===== config.mk =====
export PLATFORM = sky130hd
export DESIGN_NAME = uart_hyper_cmd
export DESIGN_NICKNAME = d
export VERILOG_FILES = /design/src/rtl/uart_hyper_cmd.sv
export SDC_FILE = /design/constraint.sdc
export NUM_CORES = 1
export LEC_CHECK = 0
export ABC_AREA = 1
export BUFFER_PORTS_ARGS = -buffer_cell sky130_fd_sc_hd__buf_2
export CAP_MARGIN = 0
export CORE_MARGIN = 3
export CORE_UTILIZATION = 61
export CTS_BUF_LIST = sky130_fd_sc_hd__clkbuf_4
export DETAILED_ROUTE_END_ITERATION = 16
export PLACE_DENSITY_LB_ADDON = 0.2
export SLEW_MARGIN = 25
export SYNTH_ARGS = -nofsm -noshare
export SYNTH_HDL_FRONTEND = slang
export SYNTH_SLANG_ARGS = --single-unit

===== constraint.sdc =====
create_clock -name clk -period 4.45 [get_ports clk]
set_input_delay 0.6675 -clock clk [delete_from_list [all_inputs] [get_ports clk]]
set_output_delay 0.6675 -clock clk [all_outputs]
set_load 0.03 [all_outputs]

===== src/rtl/uart_hyper_cmd.sv =====
// UART command front-end for the HyperRAM controller: 5-byte frames in, 4-byte response out.
// Optional build macro CMD_TIMEOUT_EN enables discarding a stalled partial frame.
module uart_hyper_cmd #(
  parameter logic [31:0] CONST_VAL      = 32'd259,
  parameter logic [23:0] TIMEOUT_CYCLES = 24'd8_500_000
) (
  input  logic        clk,
  input  logic        rstn,
  input  logic [7:0]  rx_data,
  input  logic        rcv,
  output logic [7:0]  tx_data,
  output logic        tx_start,
  input  logic        tx_ready,
  output logic        hr_rd_req,
  output logic        hr_wr_req,
  output logic [31:0] hr_addr,
  output logic [31:0] hr_wr_d,
  input  logic [31:0] hr_rd_d,
  input  logic        hr_rd_rdy,
  input  logic        hr_busy,
  output logic        frame_err
);

  typedef enum logic [2:0] {S_RX, S_EXEC, S_MEM_WAIT, S_TX_BYTE, S_TX_WAIT} state_t;

  state_t      r_state;
  logic [39:0] r_frame;
  logic [2:0]  r_bcnt;
  logic [31:0] r_resp;
  logic [31:0] r_count;
  logic [31:0] r_rd_lat;
  logic [1:0]  r_txcnt;
  logic        r_is_wr;
  logic        r_seen_low;
  logic [7:0]  w_cmd;
  logic [31:0] w_data;

  assign w_cmd  = r_frame[39:32];
  assign w_data = r_frame[31:0];

`ifdef CMD_TIMEOUT_EN
  logic [23:0] r_idle;
`else
  logic w_unused_tmo;
  assign w_unused_tmo = ^TIMEOUT_CYCLES;
`endif

  always_ff @(posedge clk) begin
    if (!rstn) begin
      r_state    <= S_RX;
      r_frame    <= '0;
      r_bcnt     <= '0;
      r_resp     <= '0;
      r_count    <= '0;
      r_rd_lat   <= '0;
      r_txcnt    <= '0;
      r_is_wr    <= 1'b0;
      r_seen_low <= 1'b0;
      tx_data    <= '0;
      tx_start   <= 1'b0;
      hr_rd_req  <= 1'b0;
      hr_wr_req  <= 1'b0;
      hr_addr    <= '0;
      hr_wr_d    <= '0;
      frame_err  <= 1'b0;
`ifdef CMD_TIMEOUT_EN
      r_idle     <= '0;
`endif
    end else begin
      tx_start  <= 1'b0;
      hr_rd_req <= 1'b0;
      hr_wr_req <= 1'b0;
      if (hr_rd_rdy) r_rd_lat <= hr_rd_d;
      // Bytes arriving while busy are lost; host must re-align.
      if (rcv && r_state != S_RX) frame_err <= 1'b1;

      case (r_state)
        S_RX: begin
          if (rcv) begin
            r_frame <= {r_frame[31:0], rx_data};
            if (r_bcnt == 3'd4) begin
              r_bcnt  <= '0;
              r_state <= S_EXEC;
            end else begin
              r_bcnt <= r_bcnt + 3'd1;
            end
`ifdef CMD_TIMEOUT_EN
            r_idle <= '0;
          end else if (r_bcnt != 3'd0) begin
            if (r_idle == TIMEOUT_CYCLES - 24'd1) begin
              r_bcnt <= '0;
              r_idle <= '0;
            end else begin
              r_idle <= r_idle + 24'd1;
            end
          end else begin
            r_idle <= '0;
`endif
          end
        end

        S_EXEC: begin
          r_txcnt <= '0;
          r_state <= S_TX_BYTE;
          case (w_cmd)
            8'h01: begin hr_addr <= w_data; r_resp <= w_data; end
            8'h02: begin hr_wr_d <= w_data; r_resp <= w_data; end
            8'h03: begin r_is_wr <= 1'b1; r_resp <= 32'h3; r_state <= S_MEM_WAIT; end
            8'h04: r_resp <= r_rd_lat;
            8'h05: begin r_is_wr <= 1'b0; r_resp <= 32'h5; r_state <= S_MEM_WAIT; end
            8'h06: begin r_resp <= r_count; r_count <= r_count + 32'd1; end
            8'h07: r_resp <= CONST_VAL;
            default: begin r_resp <= r_count; frame_err <= 1'b1; end
          endcase
        end

        S_MEM_WAIT: begin
          if (!hr_busy) begin
            hr_wr_req <= r_is_wr;
            hr_rd_req <= !r_is_wr;
            r_state   <= S_TX_BYTE;
          end
        end

        S_TX_BYTE: begin
          if (tx_ready) begin
            tx_start   <= 1'b1;
            tx_data    <= r_resp[31:24];
            r_seen_low <= 1'b0;
            r_state    <= S_TX_WAIT;
          end
        end

        S_TX_WAIT: begin
          // The UART may take a couple of cycles to drop ready after start.
          if (!tx_ready) begin
            r_seen_low <= 1'b1;
          end else if (r_seen_low) begin
            r_resp  <= {r_resp[23:0], 8'h00};
            r_txcnt <= r_txcnt + 2'd1;
            r_state <= (r_txcnt == 2'd3) ? S_RX : S_TX_BYTE;
          end
        end

        default: r_state <= S_RX;
      endcase
    end
  end

endmodule

After elaboration in Yosys (flattened, before gate mapping)
Index checks and enable logic that the tools add are counted.
W data, S select, Z words.
{"block": "classes", "n_addsub": 3, "eq_ne": 20, "n_mux": 25, "bitwise_logic": 2, "reduce_logical": 21}
{"cell": "$pmux W32 S5", "n": 1}
{"cell": "$mux W32", "n": 2}
{"cell": "$pmux W32 S2", "n": 1}
{"cell": "$add A32 B1 Y32 const B", "n": 1}
{"cell": "$eq A8 B3 Y1 const B", "n": 4}
{"cell": "$mux W3", "n": 7}
{"cell": "$eq A8 B2 Y1 const B", "n": 2}
{"cell": "$pmux W3 S5", "n": 1}
{"cell": "$ne A2 B2 Y1 const B", "n": 7}
{"cell": "$reduce_and A2 Y1", "n": 7}
{"cell": "$eq A8 B1 Y1 const B", "n": 1}
{"cell": "$mux W1", "n": 7}
{"cell": "$reduce_or A7 Y1", "n": 1}
{"cell": "$eq A3 B2 Y1 const B", "n": 2}
{"cell": "$eq A3 B3 Y1 const B", "n": 2}
{"cell": "$mux W2", "n": 3}
{"cell": "$reduce_and A3 Y1", "n": 2}
{"cell": "$reduce_and A6 Y1", "n": 1}
{"cell": "$reduce_bool A2 Y1", "n": 3}
{"cell": "$pmux W1 S2", "n": 2}
{"cell": "$pmux W2 S2", "n": 1}
{"cell": "$reduce_or A2 Y1", "n": 2}
{"cell": "$add A3 B1 Y3 const B", "n": 1}
{"cell": "$eq A3 B1 Y1 const B", "n": 1}
{"cell": "8 further kinds", "n": 9}
{"block": "word_totals", "regBits": 222, "wordCells": 87}

Depth between registers and ports, before layout
{"block": "logic_depth", "ltp_word": 5, "mapped_depth": 13, "ltp_nobuf": 12}

Worst setup path after synthesis
Ideal clock, no wire load.
{"block": "synth_path", "path_kind": "input port to flip-flop", "from": "input port rstn", "to": "register r_frame[24]", "setup_ps": 65, "arrival_time_ps": 1588, "setup_slack_ps": 2797, "stages": 5, "path_buffers": 3, "cell_sequence": "clkbuf_1 > clkbuf_1 > buf_1 > o21ai_0 > nor2_1"}
{"element": "from (decl)", "line": "8", "rtl": "input logic rstn,"}
{"element": "to (signal assigned)", "line": "80", "rtl": "r_frame <= {r_frame[31:0], rx_data};"}
{"element": "to (decl)", "line": "27", "rtl": "logic [39:0] r_frame;"}

Final worst setup path
{"block": "layout_path", "from": "register r_state[0]", "to": "register r_txcnt[0]"}
{"block": "layout_between", "elab_chain_cells": 3}
{"element": "from (decl)", "line": "26", "rtl": "state_t r_state;"}
{"element": "from (signal assigned)", "line": "141", "rtl": "r_state <= (r_txcnt == 2'd3) ? S_RX : S_TX_BYTE;"}
{"element": "$eq A3 B3 Y1 / $eq A3 B1 Y1 (equally long branches)", "line": "77", "rtl": "case (r_state)"}
{"element": "$ne A2 B2 Y1 (no line) / $reduce_bool A2 Y1 (equally long branches)"}
{"element": "$reduce_and A3 Y1 (no line)"}
{"element": "to (signal assigned)", "line": "140", "rtl": "r_txcnt <= r_txcnt + 2'd1;"}
{"element": "to (decl)", "line": "32", "rtl": "logic [1:0] r_txcnt;"}
Parallel ways exist; a longest one is shown, timed or not.
A chain may end at the register's enable or synchronous reset.

==> results.cfg <==
[logic_synthesis]
synthCells = 1379
muxShareOfSynthArea = 0
synth_xor_area_frac = 0.00183
synth_top_family_by_area = simple AND/OR/NAND/NOR gates
synth_warnings = 0
yosysUniqueCellTypes = 33
syn_area_per_cell_um2 = 6.95
syn_nets = 1429
syn_area_um2 = 9580
async_flop_share = 0
synth-compound-area-share = 0.169
yosys.area_share.simple = 0.294
ys_seq_elements = 222
synth_edf_count = 0
yosysSeqAreaShare = 0.464
synthAdderAreaFrac = 0.00522
synth-main-ff-cell = dfxtp_1

[clock_tree]
ctsHoldBuffers = 0
htree_levels = 2
postCtsSetupBuffers = 0
cts_buffers = 55
clock_insertion_delay_worst_skew_ps = 690
clock_path_buffers = 3
cts_tree = yes
clkSinkCount = 222
clockRootBuffer = clkbuf_4
cts_resized = 0
cts.reportedPaths.clkPinSlew_ps = 60

[placement]
port_buffers = 121
placedInstanceArea_um2 = 10200
dp_hpwl_mm = 17.8
place_congestion = 0.951
pre_cts_slack_ps = 1750

[sta]
fin_crit_ps = 2770
final-setup-viol-count = 0
hold_viol = 0
finalWorstSetupSlack_ps = 1680
finalClockSkew_ps = 20.0
worst_slew_pin_slew_ps = 995
period_share = 0.622
rsz0062_at_grt = false
finalSetupTns_ps = 0
hold_ws_ps = 216
relSlewSlack = 0.335
slew_viol_final = 0
fmax_mhz = 361

[die]
die_y_um = 131
rows = 45
initial_core_util = 0.628
dieArea_um2 = 17200
core_um2 = 15300
boundaryPins = 122
die_w_um = 131

[hold_path]
holdCritPathClass = primary input to flop

[route]
wire_per_inst_um = 15.2
final_antenna_net_count = 0
firstDrtPassIters = 6
drt_iter0_drc = 1068
vias_per_cell = 5.52
route.detailed.drc = 0
finalWirelength_mm = 26.4
vias = 9586

[setup_path]
critPathKind = flop to flop
crit_required_ps = 5020
cp-start-kind = flop
path_max_fanout = 34
worstPathArrival_ps = 3340
end_kind = flop

[global_routing]
grt_pass1_vias = 8667
grt_pass1_wl_mm = 42.6
antenna_found_initial = 2
grt_overflow_total = 0
grt_max_degree = 73
groute.usage.overall = 0.296

[cells_and_area]
syn_to_final_growth_pct = 13.4
layout.nets = 1543
drive_gt1_frac = 0.158
final_area_um2 = 10900
final_util = 0.712

[pwr]
ir_worst_vdd_mv = 0.221
powerDensity_nw_per_um2 = 367
power.leakage_nw = 4.89

[job]
drv_cap = 0

[outcome]
status = finished clean
worst max-delay path, cell delays in order, from the launching register on:
cell and delay (ps):
dfxtp_1 430, nor2_1 100, nand2_1 570, inv_2 390, nand2_2 210, nand2_4 200, inv_2 420, o21ai_0 170
o211a_1 150
path summary, 6_finish.rpt:
path	depth (start not counted)	startpoint	end	slack, ps
worst max-delay path	8	r_state[0]	r_txcnt[0]	1680
worst min-delay path	3	hr_rd_d[31]	r_rd_lat[31]	220
worst max register to register	8	r_state[0]	r_txcnt[0]	1680
worst min register to register	2	r_resp[26]	tx_data[2]	430
report_power, final:
group	internal, mW	switching [mW]	total, mW
registers	2.04	0.0538	2.09
clock network	0.855	0.793	1.65
logic	0.0744	0.171	0.246
total	2.97	1.02	3.99
cells by family (layout without fill, tap and decap cells):
logic type / after synthesis / in the layout
compound gates: 314 / 314
xor+xnor: 2 / 2
simple gates: 684 / 684
flops: 222 / 222
fa+ha+maj: 4 / 4
buf+inv: 153 / 299
other cells: 0 / 2
per-stage QoR:
step / power [mW] / cells
after floorplan: 2.29 / 1379
after global placement: 2.37 / 1647
after detailed placement: 2.37 / 1647
after CTS: 4.00 / 1736
after global routing: 4.16 / 1738
final: 3.99 / 1738
metal layers:
metal | wire [um] | track usage
met5 | 0 | 0
met4 | 738 | 0.109
met3 | 2410 | 0.0701
met2 | 11800 | 0.451
met1 | 11500 | 0.413
registers in the layout (all words and copies together) (netlist names):
signal	flops
r_frame	40
hr_addr	32
hr_wr_d	32
r_count	32
r_rd_lat	32
r_resp	32
tx_data	8
r_bcnt	3
r_state	3
r_txcnt	2
frame_err	1
hr_rd_req	1
hr_wr_req	1
r_is_wr	1
r_seen_low	1
tx_start	1
Yosys cell counts (6+ instances only):
cell type | instances | area share
a21oi_1 | 109 | 0.057
buf_2 | 29 | 0.015
nand3b_1 | 8 | 0.0063
o21ai_1 | 6 | 0.0031
inv_2 | 7 | 0.0027
nand4_1 | 8 | 0.0052
clkbuf_1 | 36 | 0.014
nor3_1 | 13 | 0.0068
o21ai_0 | 179 | 0.094
nand3_1 | 47 | 0.025
nand2_1 | 284 | 0.11
nor2_1 | 305 | 0.12
inv_1 | 68 | 0.027
dfxtp_1 | 222 | 0.46
nor2_4 | 6 | 0.0071
a22oi_1 | 15 | 0.012
layout by cell type, fill, tap and decap left out, types with 6 or more instances in the layout:
master,n
o21ai_0,179
nand3b_1,8
buf_2,120
nor3_1,13
clkbuf_4,78
nand2_1,284
inv_2,8
buf_4,10
inv_1,68
clkinv_1,12
nand3_1,47
nand4_1,8
o21ai_1,6
dfxtp_1,222
nor2_1,302
a22oi_1,15
a21oi_1,109
nor2_4,6
final cells by class:
class / instances / area [um2]
multi-input cells: 1004 / 4510
flip-flops and latches: 222 / 4440
fillers: 1306 / 4400
repair buffers: 130 / 676
clock buffers: 78 / 586
inverters: 80 / 300
well taps: 211 / 264
clock inverters: 11 / 73.8
diodes: 2 / 5.00
No activity file was read; power rests on OpenSTA's default activity.
